===== src/rtl/vend_param_pkg.sv =====
// Shared types and constants for the parametrised vending controller.
// Coin values and the change unit are kept here so other acceptors can reuse them.
package vend_pkg;

    typedef enum logic [1:0] {
        IDLE   = 2'd0,
        ACCUM  = 2'd1,
        VEND   = 2'd2,
        CHANGE = 2'd3
    } vend_state_e;

    localparam int NICKEL_C    = 5;
    localparam int DIME_C      = 10;
    localparam int QUARTER_C   = 25;
    localparam int CHANGE_UNIT = 5;

endpackage


===== src/rtl/vend_param_if.sv =====
// Coin-acceptor / actuator bundle between the front end and the vending controller.
// master drives coins and cancel; slave is the controller.
interface vend_param_if #(
    parameter int CREDIT_W = 7
);
    logic                Nickel;
    logic                Dime;
    logic                Quarter;
    logic                Cancel;
    logic                Dispense;
    logic                ChangeNickel;
    logic                Reject;
    logic [CREDIT_W-1:0] Credit;
    logic [1:0]          State;

    modport master (
        output Nickel, Dime, Quarter, Cancel,
        input  Dispense, ChangeNickel, Reject, Credit, State
    );

    modport slave (
        input  Nickel, Dime, Quarter, Cancel,
        output Dispense, ChangeNickel, Reject, Credit, State
    );
endinterface


===== src/rtl/vend_param_coin_sum.sv =====
// Combinational coin-pulse to cents adder; simultaneous coins are summed.
// One bit wider than the credit register so credit + sum never overflows.
module vend_coin_sum
    import vend_pkg::*;
#(
    parameter int CREDIT_W = 7
) (
    input  logic                i_nickel,
    input  logic                i_dime,
    input  logic                i_quarter,
    output logic [CREDIT_W:0]   o_sum
);

    always_comb begin
        o_sum = (CREDIT_W+1)'((i_nickel  ? NICKEL_C  : 0) +
                              (i_dime    ? DIME_C    : 0) +
                              (i_quarter ? QUARTER_C : 0));
    end

endmodule


===== src/rtl/vend_param.sv =====
// Vending controller: accumulates coin credit against PRICE, dispenses, then
// pays out the excess as nickel-change pulses. Coins while busy are rejected.
module vend_param
    import vend_pkg::*;
#(
    parameter int PRICE    = 15,
    parameter int CREDIT_W = 7
) (
    input  logic          CLK,
    input  logic          Reset,
    vend_param_if.slave   bus
);

    if (PRICE <= 0 || (PRICE % 5) != 0) begin : g_bad_price
        $fatal(1, "vend_param: PRICE must be a nonzero multiple of 5");
    end
    if (PRICE + 35 >= 2**CREDIT_W) begin : g_bad_width
        $fatal(1, "vend_param: CREDIT_W too small for PRICE");
    end

    localparam logic [CREDIT_W:0]   PRICE_W = (CREDIT_W+1)'(PRICE);
    localparam logic [CREDIT_W-1:0] UNIT_W  = CREDIT_W'(CHANGE_UNIT);

    vend_state_e         r_state, w_state_nxt;
    logic [CREDIT_W-1:0] r_credit, w_credit_nxt;
    logic                r_reject, w_reject_nxt;
    logic [CREDIT_W:0]   w_sum;
    logic [CREDIT_W:0]   w_total;
    logic [CREDIT_W:0]   w_after_price;

    vend_coin_sum #(.CREDIT_W(CREDIT_W)) u_coin_sum (
        .i_nickel  (bus.Nickel),
        .i_dime    (bus.Dime),
        .i_quarter (bus.Quarter),
        .o_sum     (w_sum)
    );

    assign w_total       = {1'b0, r_credit} + w_sum;
    assign w_after_price = w_total - PRICE_W;

    always_ff @(posedge CLK or posedge Reset) begin
        if (Reset) begin
            r_state  <= IDLE;
            r_credit <= '0;
            r_reject <= 1'b0;
        end else begin
            r_state  <= w_state_nxt;
            r_credit <= w_credit_nxt;
            r_reject <= w_reject_nxt;
        end
    end

    always_comb begin
        w_state_nxt  = r_state;
        w_credit_nxt = r_credit;
        w_reject_nxt = 1'b0;
        case (r_state)
            IDLE, ACCUM: begin
                // Cancel outranks a completing coin: everything inserted is refunded.
                if (bus.Cancel) begin
                    w_credit_nxt = w_total[CREDIT_W-1:0];
                    w_state_nxt  = (w_total != '0) ? CHANGE : IDLE;
                end else if (w_total >= PRICE_W) begin
                    w_credit_nxt = w_after_price[CREDIT_W-1:0];
                    w_state_nxt  = VEND;
                end else if (w_sum != '0) begin
                    w_credit_nxt = w_total[CREDIT_W-1:0];
                    w_state_nxt  = ACCUM;
                end
            end
            VEND: begin
                w_reject_nxt = (w_sum != '0);
                w_state_nxt  = (r_credit != '0) ? CHANGE : IDLE;
            end
            CHANGE: begin
                w_reject_nxt = (w_sum != '0);
                if (r_credit <= UNIT_W) begin
                    w_credit_nxt = '0;
                    w_state_nxt  = IDLE;
                end else begin
                    w_credit_nxt = r_credit - UNIT_W;
                end
            end
            default: begin
                w_credit_nxt = '0;
                w_state_nxt  = IDLE;
            end
        endcase
    end

    assign bus.Dispense     = (r_state == VEND);
    assign bus.ChangeNickel = (r_state == CHANGE);
    assign bus.Reject       = r_reject;
    assign bus.Credit       = r_credit;
    assign bus.State        = r_state;

endmodule


===== src/flat_wrapper.sv =====
// flat-port wrapper written by rule: the top's interface ports become plain ports
module vend_param_flat import vend_pkg::*;
#(
    parameter int PRICE    = 15,
    parameter int CREDIT_W = 7
)
  (CLK, Reset, bus_Nickel, bus_Dime, bus_Quarter, bus_Cancel, bus_Dispense, bus_ChangeNickel, bus_Reject, bus_Credit, bus_State);
  vend_param_if #(.CREDIT_W(CREDIT_W)) bus_i ();
  input  logic CLK;
  input  logic Reset;
  input wire logic [$bits(bus_i.Nickel)-1:0] bus_Nickel;
  input wire logic [$bits(bus_i.Dime)-1:0] bus_Dime;
  input wire logic [$bits(bus_i.Quarter)-1:0] bus_Quarter;
  input wire logic [$bits(bus_i.Cancel)-1:0] bus_Cancel;
  output wire logic [$bits(bus_i.Dispense)-1:0] bus_Dispense;
  output wire logic [$bits(bus_i.ChangeNickel)-1:0] bus_ChangeNickel;
  output wire logic [$bits(bus_i.Reject)-1:0] bus_Reject;
  output wire logic [$bits(bus_i.Credit)-1:0] bus_Credit;
  output wire logic [$bits(bus_i.State)-1:0] bus_State;
  assign bus_i.Nickel = bus_Nickel;
  assign bus_i.Dime = bus_Dime;
  assign bus_i.Quarter = bus_Quarter;
  assign bus_i.Cancel = bus_Cancel;
  assign bus_Dispense = bus_i.Dispense;
  assign bus_ChangeNickel = bus_i.ChangeNickel;
  assign bus_Reject = bus_i.Reject;
  assign bus_Credit = bus_i.Credit;
  assign bus_State = bus_i.State;
  vend_param #(.PRICE(PRICE), .CREDIT_W(CREDIT_W)) u_core (.CLK(CLK), .Reset(Reset), .bus(bus_i));
endmodule

===== config.mk =====
export PLATFORM = sky130hd
export DESIGN_NAME = vend_param_flat
export DESIGN_NICKNAME = d
export VERILOG_FILES = /design/src/rtl/vend_param_pkg.sv /design/src/rtl/vend_param_if.sv /design/src/rtl/vend_param_coin_sum.sv /design/src/rtl/vend_param.sv /design/src/flat_wrapper.sv
export SDC_FILE = /design/constraint.sdc
export NUM_CORES = 1
export LEC_CHECK = 0
export ABC_CLOCK_PERIOD_IN_PS = 2800
export BUFFER_PORTS_ARGS = -buffer_cell sky130_fd_sc_hd__clkbuf_2
export CELL_PAD_IN_SITES_DETAIL_PLACEMENT = 1
export CELL_PAD_IN_SITES_GLOBAL_PLACEMENT = 2
export CORE_UTILIZATION = 24
export CTS_CLUSTER_SIZE = 28
export DETAILED_ROUTE_END_ITERATION = 12
export PLACE_DENSITY_LB_ADDON = 0.1
export SYNTH_ARGS = -nofsm -noshare
export SYNTH_HDL_FRONTEND = slang
export SYNTH_SLANG_ARGS = --single-unit

===== constraint.sdc =====
create_clock -name CLK -period 2.8 [get_ports CLK]
set_input_delay 0.14 -clock CLK [delete_from_list [all_inputs] [get_ports CLK]]
set_output_delay 0.14 -clock CLK [all_outputs]
set_load 0.02 [all_outputs]

Yosys cells after proc, flatten, opt, wreduce, memory -nomap -nowiden --
Cells that the tools add are included.
Storage, ports and cells: output and inout port bits 12, register bits after elaboration 10, logic and storage cells 40, bits of input ports 6
Cells by class: add/subtract/negate cells 5, muxes and demuxes 16, $lt $le $gt $ge 2, reduce and logical (&&, ||, !) cells 9, eq/ne operators 5
Operators with widths (count):
- $mux 7 | 4
- $reduce_bool 8->1 | 2
- $pmux 7 s2 | 1
- $mux 2 | 6
- $add 7x8->8 | 1
- $add 8x6->8 | 1
- $ge 8x4->1 const B | 1
- $le 7x3->1 const B | 1
- $reduce_bool 7->1 | 1
- $sub 7x3->7 const B | 1
- $sub 7x4->7 const B | 1
- $pmux 2 s3 | 1
- $add 3x4->5 | 1
- $mux 5 | 1
- $eq 2x2->1 const B | 2
- $mux 4 | 1
- $ne 4x2->1 const B | 1
- $reduce_and 2->1 | 2
- $reduce_or 2->1 | 2
- $mux 3 | 1
- $eq 2x1->1 const B | 1
- $logic_not 2->1 | 1
- $ne 2x1->1 const B | 1
- $reduce_bool 2->1 | 1
- $mux 1 | 1

Longest topological paths before layout --
depth in word-level cells 8, mapped depth 14, mapped depth without buffers 12

By module --
A second synthesis with hierarchy kept.
Second synthesis, totals: cell total of the unflattened synthesis 185, area total of the unflattened synthesis 1496.4 um^2
Modules (own cells, without submodules):
- vend_param | area an instance 1337.5 um^2, instances 1, sequential area each 250.2 um^2, cells an instance 167
- vend_coin_sum | area an instance 158.9 um^2, instances 1, sequential area each 0.0 um^2, cells an instance 18

Least setup slack after synthesis --
Ideal clock, no wire load.
kind input to register, start point input port bus_Quarter, end point register u_core.r_state[0], in the netlist u_core.bus.State[0], data required time 2668 ps, cell stages on the path 13, setup slack -260 ps, buffers on the path 1, data arrival time 2928 ps, setup time 132 ps, path through ha_1 -> ha_1 -> xnor2_1 -> inv_1 -> ha_1 -> and3_1 -> o21ai_0 -> a21oi_1 -> or2_1 -> buf_6 -> or4b_4 -> a311oi_2 -> mux2i_1
On the way: longest elaborated chain between the ends 7, elaborated cells on any way between the ends 12, classes of those cells add/sub (2); order compare (1); eq/ne (1); mux (5); reduce/logical (3)
RTL lines:
- start: declaration | RTL line flat_wrapper.sv:13 | input wire logic [$bits(bus_i.Quarter)-1:0] bus_Quarter;
- $mux 5 (*) | RTL line vend_param_coin_sum.sv:17 | (i_quarter ? QUARTER_C : 0));
- $add 8x6->8 (*) | RTL line vend_param_coin_sum.sv:16 | (i_dime ? DIME_C : 0) +
- $add 7x8->8 | RTL line vend_param.sv:38 | assign w_total = {1'b0, r_credit} + w_sum;
- $ge 8x4->1 or $reduce_bool 8->1 (tied branches) | RTL line vend_param.sv:63, vend_param.sv:62
- $mux 2, on equally long branches | RTL line vend_param.sv:63, vend_param.sv:62
- $mux 2 | RTL line vend_param.sv:60 | if (bus.Cancel) begin
- $pmux 2 s3 | RTL line vend_param.sv:57 | case (r_state)
- end signal: assignment | RTL line vend_param.sv:47 | r_state <= w_state_nxt;
- end: declaration | RTL line vend_param.sv:24 | vend_state_e r_state, w_state_nxt;
Every way passes the cells marked *; elsewhere a longest branch is shown, timed or not. A chain may end at the register's enable or synchronous reset.

Worst setup path after layout --
start point register u_core.r_credit[0], in the netlist u_core.bus.Credit[0], end point register u_core.r_state[0], in the netlist u_core.bus.State[0]
On the way: longest elaborated chain between the ends 5, elaborated cells on any way between the ends 13, classes of those cells add/sub (1); order compare (2); eq/ne (2); mux (5); reduce/logical (3)
RTL lines:
- start: declaration | RTL line vend_param.sv:25 | logic [CREDIT_W-1:0] r_credit, w_credit_nxt;
- start signal: assignment | RTL line vend_param.sv:48 | r_credit <= w_credit_nxt;
- $add 7x8->8 | RTL line vend_param.sv:38
- $ge 8x4->1 or $reduce_bool 8->1 (tied branches) | RTL line vend_param.sv:63, vend_param.sv:62
- $mux 2, on equally long branches | RTL line vend_param.sv:63, vend_param.sv:62
- $mux 2 | RTL line vend_param.sv:60
- $pmux 2 s3 | RTL line vend_param.sv:57
Several ways; a longest one is shown, not always the timed one.

==> impl_metrics.toml <==
[final_layout]
nets = 245
n_antenna_cell = 0
drive_above_1_share_pct = 35.59
syn2layout_area_growth_pct = 46.91
finalInstanceArea_mm2 = 0.001904

[worst_setup_path]
cp.required_ns = 2.90
crit_path_end_kind = "flop"
crit_fanout = 3
crit_path_cell_trace = "ha_4 > fa_2 > a21o_1 > a21oi_2 > a21oi_2 > or2_1 > or4b_4 > a311oi_2 > mux2i_1"
critical_path_arrival_ns = 2.83
reg2reg_from = "u_core.bus.Credit[0]"
startpoint = "u_core.bus.Credit[0]"
slowest_delay_ns = 0.49
cp_common_cell = "a21oi_2"
cp-start-kind = "flop"
r2r_cells = 9
reg2reg_slack_ns = 0.07
slowest_stage = "or4b_4"
criticalPathCategory = "flop to flop"

[logic_synthesis]
yosysSeqAreaShare_pct = 19.31
synthMuxAreaShare_pct = 1.544
synth_xor_area_share_pct = 6.757
synth-seq-cells = 10
synth_commonest_cells = "16 x inv_1, 15 x ha_1, 14 x nand2_1"
synth_simple_gate_area_share_pct = 23.17
async_flop_share_pct = 100.0
post-synth-top-count-cell = "inv_1"
synth.lib_cells_used.distinct = 49
postSynthAreaPerCell_um2 = 7.762
synthesis.nets = 189
synthCells = 167
synth_top_area_share_pct = 19.31
synthAdderAreaFrac_pct = 16.02
yosysWarnings = 0
synth_flop_cell = "dfrtp_1"
synth-compound-area-share_pct = 26.45
synth-edff-count = 0
netlist_area_mm2 = 0.001296
yosys.area.top_type = "dfrtp_1"
synth_top_family_by_area = "compound AO/OA/AOI/OAI gates"
ys_top_cells_by_area = "dfrtp_1 19%, ha_1 14%, o21ai_0 4.6%, inv_1 4.6%, nand2_1 4.1%"

[sta]
slew-limit-headroom_pct = 61.34
timing.final.crit_share_pct = 97.50
max_freq_mhz = 366.3
holdWs_ns = 0.2683
slew_violations = 0
worst_slew_pin_slew_ns = 0.5746
setup_violations = 0
layout_setup_ws_ns = 0.06994
fin_skew_ns = 0.001762
rsz0062_at_grt = "true"
finalHoldViolCount = 0
min_period_ns = 2.730

[pwr]
total_power_w = 0.002564
p_per_area_mw_per_mm2 = 1347
ir_drop_uv = 383.7
p_leak_nw = 0.8865

[routing]
vias_per_cell = 4.856
ant_nets = 0
via_count = 1418
wl_per_cell_um = 15.75
drc_errors = 0
first_pass_iters = 4
routed_wirelength_um = 4599
drt_iter0_markers = 64

[run_status]
outcome = "complete, no violations"

[floorplan]
die_height_um = 75.49
rows = 26
core-area_mm2 = 0.005140
dieWidth_um = 75.49
start_util_pct = 25.22
die_area_mm2 = 0.005699
ioPinCount = 18

[clock_network]
htreeDepth = 1
clk_path_buf_depth = 2
clock_tree.root_cell = "clkbuf_8"
clock_latency_ns = 0.23
cts_buffers = 3
clk_pin_slew_worst_paths_ns = 0.05
tritoncts = "yes"
numClockSinks = 10

[global_routing]
grt_pass1_wl_um = 7224
grt_max_degree = 13
antenna_found_initial = 0
track_usage_pct = 16.87
grt.overflow.total = 0
grt_pass1_vias = 1412

[worst_hold_path]
hold_class = "input port to flop"
holdPathStages = 3
hold_start = "bus_Cancel"

[placement]
gp_congestion = 0.8564
portBuffers = 17
pre_cts_slack_ns = -0.1782
dpl.hpwl_um = 3770
dpl_cell_area_mm2 = 0.001797

[flow_run]
cap_violations = 0
==> metrics by stage <==
stage | cells | utilization, % | TNS [ns]
floorplan | 167 | - | 0
global placement | 284 | 34.96 | -0.6861
CTS | 289 | 36.03 | 0
global route | 292 | 37.05 | -0.05790
finish | 292 | 37.05 | 0
detailed placement | 284 | 34.96 | -1.019
==> worst max-delay path, delay by kind of cell, from the launching register on <==
| family | cells | cell delay (ns) |
|---|---|---|
| adders and majority gates | 2 | 0.56 |
| and+or+nand+nor | 2 | 0.75 |
| DFF | 1 | 0.43 |
| muxes | 1 | 0.12 |
| AOI/OAI and AO/OA | 4 | 0.73 |
==> power by group <==
part           internal, W  switching [W]  leakage, nW  total, W
Sequential        0.000225       0.000125        0.117  0.000351
Combinational     0.000934        0.00112        0.747   0.00205
Clock             0.000100      0.0000603       0.0228  0.000160
Total              0.00126        0.00130        0.887   0.00256
==> layout by cell type (no fill, tap or decap), drive strengths merged, types with 6 or more instances in the layout <==
cell     n
nand2   14
a21oi   10
buf     38
nand3    8
clkbuf  21
inv     16
nor2    12
xnor2    6
ha      15
dfrtp   10
nor3     6
o21ai   13
==> area by class of cell <==
class | instances | area (um2)
Fill cell | 648 | 3236
Inverter | 16 | 60.06
Clock buffer | 4 | 45.04
Timing Repair Buffer | 56 | 377.9
Multi-Input combinational cell | 136 | 1082
Sequential cell | 10 | 251.5
Tap cell | 70 | 87.58
==> repair_timing <==
action	CTS	global route
cloned	0	1
setup buffers	0	2
pin swaps	0	8
hold buffers	1	0
resized for setup	1	7
hold endpoints to repair	10	0
setup endpoints to repair	2	7
==> metal layers <==
layer | vias to the layer above | part of all wire [%] | global-route usage [%]
li1 | 728 | - | -
met1 | 680 | 49 | 22.51
met2 | 8 | 50 | 29.86
met3 | 2 | 0.89 | 1.720
met4 | 0 | 0.57 | 2.675
met5 | - | 0 | 0
==> registers in the layout, indices dropped and copies added (netlist names) <==
signal	flops
u_core.bus.Credit	7
u_core.bus.Reject	1
u_core.bus.State	2
==> path summary, 6_finish.rpt <==
kind,endpoint
setup / recovery,u_core.bus.State[0]
hold / removal,u_core.bus.State[1]
setup reg to reg,u_core.bus.State[0]
hold reg to reg,u_core.bus.State[0]
max in group asynchronous,u_core.bus.Credit[0]
min in group asynchronous,u_core.bus.Credit[1]
==> cells by family (layout without fill, tap and decap cells) <==
group	Yosys count	count (layout)
flops	10	10
fa+ha+maj	16	16
compound gates	50	50
mux	2	2
buf+inv	21	76
xor+xnor	10	10
simple gates	58	58
Note: power is estimated with default switching activity, not from simulation.
